## src/rtl/dac_pkg.sv

```systemverilog
// Shared DAC definitions: sample width, midscale code and the sample-source
// selector used by the pacer. The DAC controller imports the same package.
package dac_pkg;

    localparam int SAMPLE_W = 12;
    localparam logic [SAMPLE_W-1:0] DAC_MIDSCALE = 12'h800;

    typedef logic [SAMPLE_W-1:0] sample_t;

    typedef enum logic [1:0] {
        SRC_NONE = 2'd0,
        SRC_FIFO = 2'd1,
        SRC_RAMP = 2'd2
    } sample_src_e;

endpackage

```

## src/rtl/dac_sync_fifo.sv

```systemverilog
// Single-clock sample FIFO with occupancy count. A push is refused whenever the
// FIFO is full, and a pop on an empty FIFO is ignored, so there is no fall-through.
module dac_sync_fifo
    import dac_pkg::*;
#(
    parameter int DEPTH = 16
) (
    input  logic                     clk_i,
    input  logic                     rst_ni,
    input  logic                     push_i,
    input  sample_t                  data_i,
    input  logic                     pop_i,
    output sample_t                  data_o,
    output logic [$clog2(DEPTH):0]   level_o,
    output logic                     full_o,
    output logic                     empty_o
);

    localparam int AW = $clog2(DEPTH);

    logic [AW-1:0] wr_ptr_q, wr_ptr_d;
    logic [AW-1:0] rd_ptr_q, rd_ptr_d;
    logic [AW:0]   level_q, level_d;
    logic          push_ok, pop_ok;
    sample_t       mem_q [DEPTH];

    assign full_o  = (level_q == (AW+1)'(DEPTH));
    assign empty_o = (level_q == '0);
    assign level_o = level_q;
    assign data_o  = mem_q[rd_ptr_q];

    always_comb begin
        push_ok  = push_i && !full_o;
        pop_ok   = pop_i && !empty_o;
        wr_ptr_d = wr_ptr_q;
        rd_ptr_d = rd_ptr_q;
        level_d  = level_q;
        // Pointers wrap naturally because DEPTH is a power of two.
        if (push_ok) begin
            wr_ptr_d = AW'(wr_ptr_q + 1'b1);
        end
        if (pop_ok) begin
            rd_ptr_d = AW'(rd_ptr_q + 1'b1);
        end
        if (push_ok && !pop_ok) begin
            level_d = (AW+1)'(level_q + 1'b1);
        end else if (pop_ok && !push_ok) begin
            level_d = (AW+1)'(level_q - 1'b1);
        end
    end

    always_ff @(posedge clk_i or negedge rst_ni) begin
        if (!rst_ni) begin
            wr_ptr_q <= '0;
            rd_ptr_q <= '0;
            level_q  <= '0;
        end else begin
            wr_ptr_q <= wr_ptr_d;
            rd_ptr_q <= rd_ptr_d;
            level_q  <= level_d;
        end
    end

    always_ff @(posedge clk_i) begin
        if (push_ok) begin
            mem_q[wr_ptr_q] <= data_i;
        end
    end

endmodule

```

## src/rtl/dac_sample_pacer.sv

```systemverilog
// Paces buffered samples out to the DAC at clk_fast/(div+1). Defining
// DAC_PACER_RAMP_EN builds a ramp test source selected by test_en.
module dac_sample_pacer
    import dac_pkg::*;
#(
    parameter int DEPTH = 16,
    parameter int DIV_W = 16
) (
    input  logic                     clk_fast,
    input  logic                     rst_n,
    input  logic [SAMPLE_W-1:0]      s_data,
    input  logic                     s_valid,
    output logic                     s_ready,
    input  logic [DIV_W-1:0]         div,
    input  logic                     enable,
    input  logic                     test_en,
    input  logic                     clr_flags,
    output logic [SAMPLE_W-1:0]      sample,
    output logic                     sample_stb,
    output logic [$clog2(DEPTH):0]   level,
    output logic                     underrun
);

    logic [DIV_W-1:0] cnt_q, cnt_d;
    sample_t          sample_q, sample_d;
    logic             stb_q, stb_d;
    logic             underrun_q, underrun_d;
    logic             tick, pop, push, ramp_sel;
    logic             fifo_full, fifo_empty;
    sample_t          fifo_data;
    sample_src_e      src;

`ifdef DAC_PACER_RAMP_EN
    assign ramp_sel = test_en;
`else
    logic unused_test_en;
    assign unused_test_en = test_en;
    assign ramp_sel       = 1'b0;
`endif

    assign s_ready = !fifo_full;
    assign push    = s_valid && s_ready;

    dac_sync_fifo #(
        .DEPTH (DEPTH)
    ) u_fifo (
        .clk_i   (clk_fast),
        .rst_ni  (rst_n),
        .push_i  (push),
        .data_i  (s_data),
        .pop_i   (pop),
        .data_o  (fifo_data),
        .level_o (level),
        .full_o  (fifo_full),
        .empty_o (fifo_empty)
    );

    // The >= compare makes a lowered div take effect on the very next cycle.
    always_comb begin
        tick       = enable && (cnt_q >= div);
        src        = SRC_NONE;
        pop        = 1'b0;
        underrun_d = underrun_q && !clr_flags;
        cnt_d      = '0;
        if (enable && !tick) begin
            cnt_d = DIV_W'(cnt_q + 1'b1);
        end
        if (tick) begin
            if (ramp_sel) begin
                src = SRC_RAMP;
            end else if (!fifo_empty) begin
                src = SRC_FIFO;
                pop = 1'b1;
            end else begin
                underrun_d = 1'b1;
            end
        end
        case (src)
            SRC_FIFO: sample_d = fifo_data;
            SRC_RAMP: sample_d = sample_t'(sample_q + 1'b1);
            default:  sample_d = sample_q;
        endcase
        stb_d = (src != SRC_NONE);
    end

    always_ff @(posedge clk_fast or negedge rst_n) begin
        if (!rst_n) begin
            cnt_q      <= '0;
            sample_q   <= DAC_MIDSCALE;
            stb_q      <= 1'b0;
            underrun_q <= 1'b0;
        end else begin
            cnt_q      <= cnt_d;
            sample_q   <= sample_d;
            stb_q      <= stb_d;
            underrun_q <= underrun_d;
        end
    end

    assign sample     = sample_q;
    assign sample_stb = stb_q;
    assign underrun   = underrun_q;

endmodule

```

## config.mk

```make
export PLATFORM = sky130hd
export DESIGN_NAME = dac_sample_pacer
export DESIGN_NICKNAME = d
export VERILOG_FILES = /design/src/rtl/dac_pkg.sv /design/src/rtl/dac_sync_fifo.sv /design/src/rtl/dac_sample_pacer.sv
export SDC_FILE = /design/constraint.sdc
export NUM_CORES = 1
export LEC_CHECK = 0
export ABC_CLOCK_PERIOD_IN_PS = 4200
export BUFFER_PORTS_ARGS = -buffer_cell sky130_fd_sc_hd__clkbuf_2
export CAP_MARGIN = 10
export CORE_MARGIN = 8
export CORE_UTILIZATION = 63
export CTS_BUF_LIST = sky130_fd_sc_hd__clkbuf_4
export CTS_CLUSTER_DIAMETER = 80
export CTS_CLUSTER_SIZE = 24
export DETAILED_ROUTE_END_ITERATION = 10
export PLACE_DENSITY = 0.79
export SLEW_MARGIN = 20
export SYNTH_ARGS = -nofsm -noshare
export SYNTH_HDL_FRONTEND = slang
export SYNTH_SLANG_ARGS = --single-unit
```

## constraint.sdc

```tcl
create_clock -name clk_fast -period 4.2 [get_ports clk_fast]
set_input_delay 0.63 -clock clk_fast [delete_from_list [all_inputs] [get_ports clk_fast]]
set_output_delay 0.63 -clock clk_fast [all_outputs]
set_load 0.1 [all_outputs]
```

Yosys cells after proc, flatten, opt, wreduce, memory -nomap -nowiden:

Memory sizes are Yosys's and may differ from the RTL's.
Cells that the tools add are included.

* mux-type cells: 12
* bitwise operators: 0
* shift operators: 0
* equal/unequal tests: 3
* multiply operators: 0
* divide/modulo/power cells: 0
* magnitude comparators: 1
* add/subtract/negate cells: 6
* reduce and logical (&&, ||, !) cells: 18

Operator list (number)
* $pmux W12 S2: 1
* $add A16 B1 Y16 const B: 1
* $ge A16 B16 Y1: 1
* $mux W16: 1
* $add A12 B1 Y12 const B: 1
* $mux W5: 2
* $add A4 B1 Y4 const B: 2
* $logic_and A1 B1 Y1: 8
* $mux W1: 8
* $logic_not A1 Y1: 6
* $reduce_bool A2 Y1: 3
* $add A5 B1 Y5 const B: 1
* $eq A5 B5 Y1 const B: 1
* $logic_not A5 Y1: 1
* $sub A5 B1 Y5 const B: 1
* $eq A2 B1 Y1 const B: 1
* $eq A2 B2 Y1 const B: 1

* output and inout bits: 20
* bits in latches: 0
* bits in writable memories: 192
* bits in read-only memories: 0
* bits in registers: 43
* memories: 1
* logic and storage cells: 48
* bits of input ports: 34

Memory list
* u_fifo.mem_q: depth 16, width 12, rd ports 1, clocked after memory_dff 0, write ports 1, line dac_sync_fifo.sv:25 `sample_t mem_q [DEPTH];`

Depth between registers and ports, before layout:

* depth in word-level cells: 8
* mapped depth: 16

Hierarchy:

Synthesis repeated with hierarchy kept, for this count alone.

* cell total of the unflattened synthesis: 627
* area total of the unflattened synthesis: 10062.2 um2

Modules (own cells, without submodules)
* dac_sync_fifo: times used 1, area an instance 8195.4 um2, cells an instance 436
* dac_sample_pacer: times used 1, area an instance 1866.8 um2, cells an instance 191

Worst setup path after synthesis:

OpenSTA, ideal clock, no wires.

* path type: reg2reg
* from: register u_fifo.level_q[0], in the netlist u_fifo.level_o[0]
* to: register u_fifo.level_q[4], in the netlist u_fifo.level_o[4]
* arrival: 3.805 ns
* required time: 4.074 ns
* buffers on the path: 1
* slack: 0.269 ns
* cell stages (with the launch flop): 13
* cell sequence: dfrtp_1 > nor4_1 > nand2_1 > and2_1 > clkbuf_1 > ha_1 > inv_1 > ha_1 > a21o_1 > a21oi_1 > xnor2_1 > nor2_1 > xnor2_1

* word-level cells in the longest chain between the ends: 7
* elaborated cells between the ends (all ways): 18
* classes of those cells: add/sub: 2; eq/ne: 1; mux: 4; reduce/logical: 11

RTL lines
* from (decl): line dac_sync_fifo.sv:23 `logic [AW:0] level_q, level_d;`
* from (signal assigned): line dac_sync_fifo.sv:60 `level_q <= level_d;`
* $eq A5 B5 Y1 (*): line dac_sync_fifo.sv:27 `assign full_o = (level_q == (AW+1)'(DEPTH));`
* $logic_not A1 Y1 (*): line dac_sample_pacer.sv:41 `assign s_ready = !fifo_full;`
* via s_ready: line dac_sample_pacer.sv:13 `output logic s_ready,`
* $logic_and A1 B1 Y1: line dac_sample_pacer.sv:42 `assign push = s_valid && s_ready;`
* $logic_and A1 B1 Y1 (*): line dac_sync_fifo.sv:33 `push_ok = push_i && !full_o;`
* via u_fifo.push_ok: line dac_sync_fifo.sv:24 `logic push_ok, pop_ok;`
* $logic_not A1 Y1: line dac_sync_fifo.sv:47 `end else if (pop_ok && !push_ok) begin`
* $logic_and A1 B1 Y1: line dac_sync_fifo.sv:47
* $reduce_bool A2 Y1 (no source line)

The timed path passes the listed nets; every way through them passes the cells marked *. The select of a mux whose other input is x is not followed.
A chain may end at the register's enable or synchronous reset.

Worst setup path in the final report:

* from: register cnt_q[0]
* to: register u_fifo.level_q[4], in the netlist u_fifo.level_o[4]

* word-level cells in the longest chain between the ends: 7
* elaborated cells between the ends (all ways): 9
* classes of those cells: order compare: 1; mux: 2; reduce/logical: 6

RTL lines
* from (decl): line dac_sample_pacer.sv:24 `logic [DIV_W-1:0] cnt_q, cnt_d;`
* from (signal assigned): line dac_sample_pacer.sv:93 `cnt_q <= cnt_d;`
* $ge A16 B16 Y1 (*): line dac_sample_pacer.sv:60 `tick = enable && (cnt_q >= div);`
* $logic_and A1 B1 Y1 (*): line dac_sample_pacer.sv:60
* $mux W1 (*): line dac_sample_pacer.sv:68 `if (tick) begin`
* $logic_and A1 B1 Y1 (*): line dac_sync_fifo.sv:34 `pop_ok = pop_i && !empty_o;`
* $logic_not A1 Y1: line dac_sync_fifo.sv:45 `if (push_ok && !pop_ok) begin`
* $logic_and A1 B1 Y1: line dac_sync_fifo.sv:45
* $mux W5 / $reduce_bool A2 Y1 (equally long branches)

Mark *: on every way between the ends. The rest lies on a longest branch, timed or not.

==> reports/results.ini <==
[outcome]
run_status = completed

[critical_path]
crit_chain = inv_1 > ha_1 > nand2b_1 > a2111oi_0 > o32a_1 > a21oi_4 > inv_1 > ha_1 > inv_1 > fa_1 > a21o_1 > a21oi_1 > xnor2_1 > nor2_1 > xnor2_1
slowest_stage = a2111oi_0
ff2ff_path_depth = 15
r2r_end = u_fifo.level_o[4]
timing.critical_path.mode_cell = inv_1
arrival_ns = 3.91
path_class = reg -> reg
cp.required_ns = 4.73
endpoint_kind = flip-flop
worstPathMaxFanout = 4
r2r-start = cnt_q[0]
r2r_setup_slack_ns = 0.82
cp_slowest_stage_delay_ns = 0.45
start_kind = flip-flop

[pwr]
irDropWorstVdd_v = 0.000434
p_leak_uw = 0.00374
p_per_area_nw_per_um2 = 473

[detailed_routing]
dr.pass1.iters = 4
drtIter0Drc = 318
antenna_left = 0
drt_wl_total_um = 18100
num_vias = 4736
routed_via_density = 6.14
drc = 0
routedWlPerCell_um = 23.4

[cts]
cts_resized = 0
h-tree-depth = 1
post_cts_buffers = 0
cts_sinks = 235
clk_path_buf_depth = 3
clkTransAtPathRegs_ns = 0.23
cts_tree = done
cts_made_buffers = 14
cts_hold_buf = 0
root_buffer = clkbuf_4
clkLatencyLatePin_ns = 0.64

[grt]
antenna_found_initial = 1
grt_pass1_vias = 4954
use_met3_pct = 2.99
grt_overflow = 0
use_met1_pct = 24.4
grt_pass1_wl_um = 28100
grt_busiest_layer = met2
grt_max_degree = 52
grtUsageTotal_pct = 18.9
met2_usage_pct = 33.2

[logic_synthesis]
synth-main-ff-cell = edfxtp_1
synthTopCellsByArea = edfxtp_1 (59%), mux4_2 (14%), dfrtp_1 (11%)
synth_top_family_by_area = multiplexers
synthXorXnorAreaFrac_pct = 2.33
synth_fa_ha_area_share_pct = 3.56
synth_seq_cells = 235
muxShareOfSynthArea_pct = 15.8
syn-num-nets = 570
synth_warnings = 0
yosysTopAreaCellShare_pct = 59.4
synth_edf_count = 192
synth_async_sr_flop_share_pct = 18.3
synth_compound_area_share_pct = 1.57
synth_cell_types = 38
synth.avg_cell_area_um2 = 19.1
syn_area_um2 = 9710
seq_area_frac_synth_pct = 70.5
synth-simple-area-share_pct = 4.04
synth_top_cell_by_area = edfxtp_1
syn_inst = 509

[sta]
fin_crit_sh_pct = 80.5
worst_pin_slew_ns = 1.04
slew_viol_final = 0
setup_viol = 0
setup_ws_ns = 0.820
setup_tns_ns = 0
clock_skew_ns = 0.0639
period_minus_slack_ns = 3.38
slew_headroom_pct = 30.7
max_clock_freq_ghz = 0.296
rsz0062_at_grt = false
hold_viol = 0

[floorplanning]
rows = 45
die_w_um = 140
initial_core_util_pct = 64.1
pin_count = 54
die_height_um = 140
die_area_um2 = 19600
coreArea_um2 = 15100

[finish]
fin_area_um2 = 10400
synthToLayoutAreaGrowth_pct = 7.54
final_layout_size_suffix_gt1_share_pct = 31.1
nets = 635

[placement]
numPortBuffers = 52
dpl_cell_area_um2 = 10200
routabilityCongestion = 0.807
preCtsSetupSlack_ns = 0.585
hpwlAfterDp_um = 11000

[job]
drv_cap = 0

[worst_hold_path]
hold_class = in -> async

[report_power, final]
part           total [uW]  switching [uW]  internal [uW]
clock network         917             660            257
logic                1060             680            383
registers            2950             180           2770
total                4930            1520           3410
[cell usage after synthesis (7+ instances only)]
cell type	number
a21oi_1	9
clkbuf_1	7
dfrtp_1	42
edfxtp_1	192
ha_1	26
inv_1	22
mux2_2	7
mux2_4	7
mux4_2	60
nand2_1	21
nand3_1	7
nor2_1	31
xnor2_1	13
xor2_1	11
[routing by layer]
metal,routed length [um],vias up
li1,-,2106
met1,7270,2447
met2,9240,160
met3,1150,23
met4,407,0
met5,0,-
[cell usage in the layout, fill, tap and decap left out, drive strengths merged, types with 3 or more instances in the layout]
| cell type | Yosys | layout |
|---|---|---|
| edfxtp | 192 | 192 |
| clkbuf | 7 | 74 |
| mux4 | 60 | 60 |
| dfrtp | 42 | 42 |
| nor2 | 31 | 31 |
| ha | 26 | 26 |
| inv | 22 | 24 |
| nand2 | 21 | 21 |
| buf | 14 | 18 |
| xnor2 | 14 | 14 |
| mux2 | 14 | 14 |
| xor2 | 11 | 11 |
| a21oi | 10 | 10 |
| nand3 | 7 | 7 |
| o21ai | 5 | 5 |
| nand4 | 5 | 5 |
| nor3 | 4 | 4 |
| and4 | 3 | 3 |
| nand2b | 3 | 3 |
| and3 | 3 | 3 |
[worst max-delay path, delay by kind of cell, from the launching register on]
family / cells / cell delay [ns]
AO/OA/AOI/OAI: 5 / 1.26
adder cells (fa/ha/maj): 3 / 0.86
flip-flops: 1 / 0.44
XOR/XNOR: 2 / 0.29
buffers and inverters: 3 / 0.25
AND/OR/NAND/NOR: 2 / 0.21
[through the flow]
stage	cells	utilization (%)	power [uW]	hold WS (ns)
floorplan	509	-	3780	0.334
global placement	746	67.6	4020	0.474
detailed placement	746	67.6	4090	0.491
CTS	770	68.9	4980	0.0368
global route	771	68.9	5140	0.0471
finish	771	68.9	4930	0.0393
[registers in the layout, indices dropped and copies added (netlist names)]
register         cells
u_fifo.mem_q       192
sample_stb           1
sample              12
u_fifo.wr_ptr_q      4
cnt_q               16
u_fifo.rd_ptr_q      4
underrun             1
u_fifo.level_o       5
[layout make-up]
class	instances	area, um2
sequential	235	6850
fill	984	4710
antenna	1	2.50
clock buffer	22	165
multi-input combinational	231	2680
inverter	22	82.6
clock inverter	2	31.3
tap	188	235
timing repair buffer	70	395
[cells by family (layout without fill, tap and decap cells)]
| group | Yosys count | in the layout |
|---|---|---|
| muxes | 74 | 74 |
| xor gates and xnor gates | 25 | 25 |
| DFF | 235 | 235 |
| buffers and inverters | 43 | 116 |
| AOI/OAI and AO/OA | 23 | 23 |
| other | 0 | 1 |
| adders and majority gates | 27 | 27 |
| and+or+nand+nor | 82 | 82 |
[worst max path at each step]
stage,cells past startpoint,end,slack [ns],from
6_report,15,u_fifo.level_o[4],0.82,cnt_q[0]
4_1_cts,15,u_fifo.level_o[4],0.77,cnt_q[0]
2_1_floorplan,12,u_fifo.level_o[4],0.27,u_fifo.level_o[0]
3_3_place_gp,15,u_fifo.level_o[4],0.76,div[0]
3_5_place_dp,15,u_fifo.level_o[4],0.59,div[0]
5_1_grt,15,u_fifo.level_o[4],0.71,cnt_q[0]
Note: power is estimated with default switching activity, not from simulation.
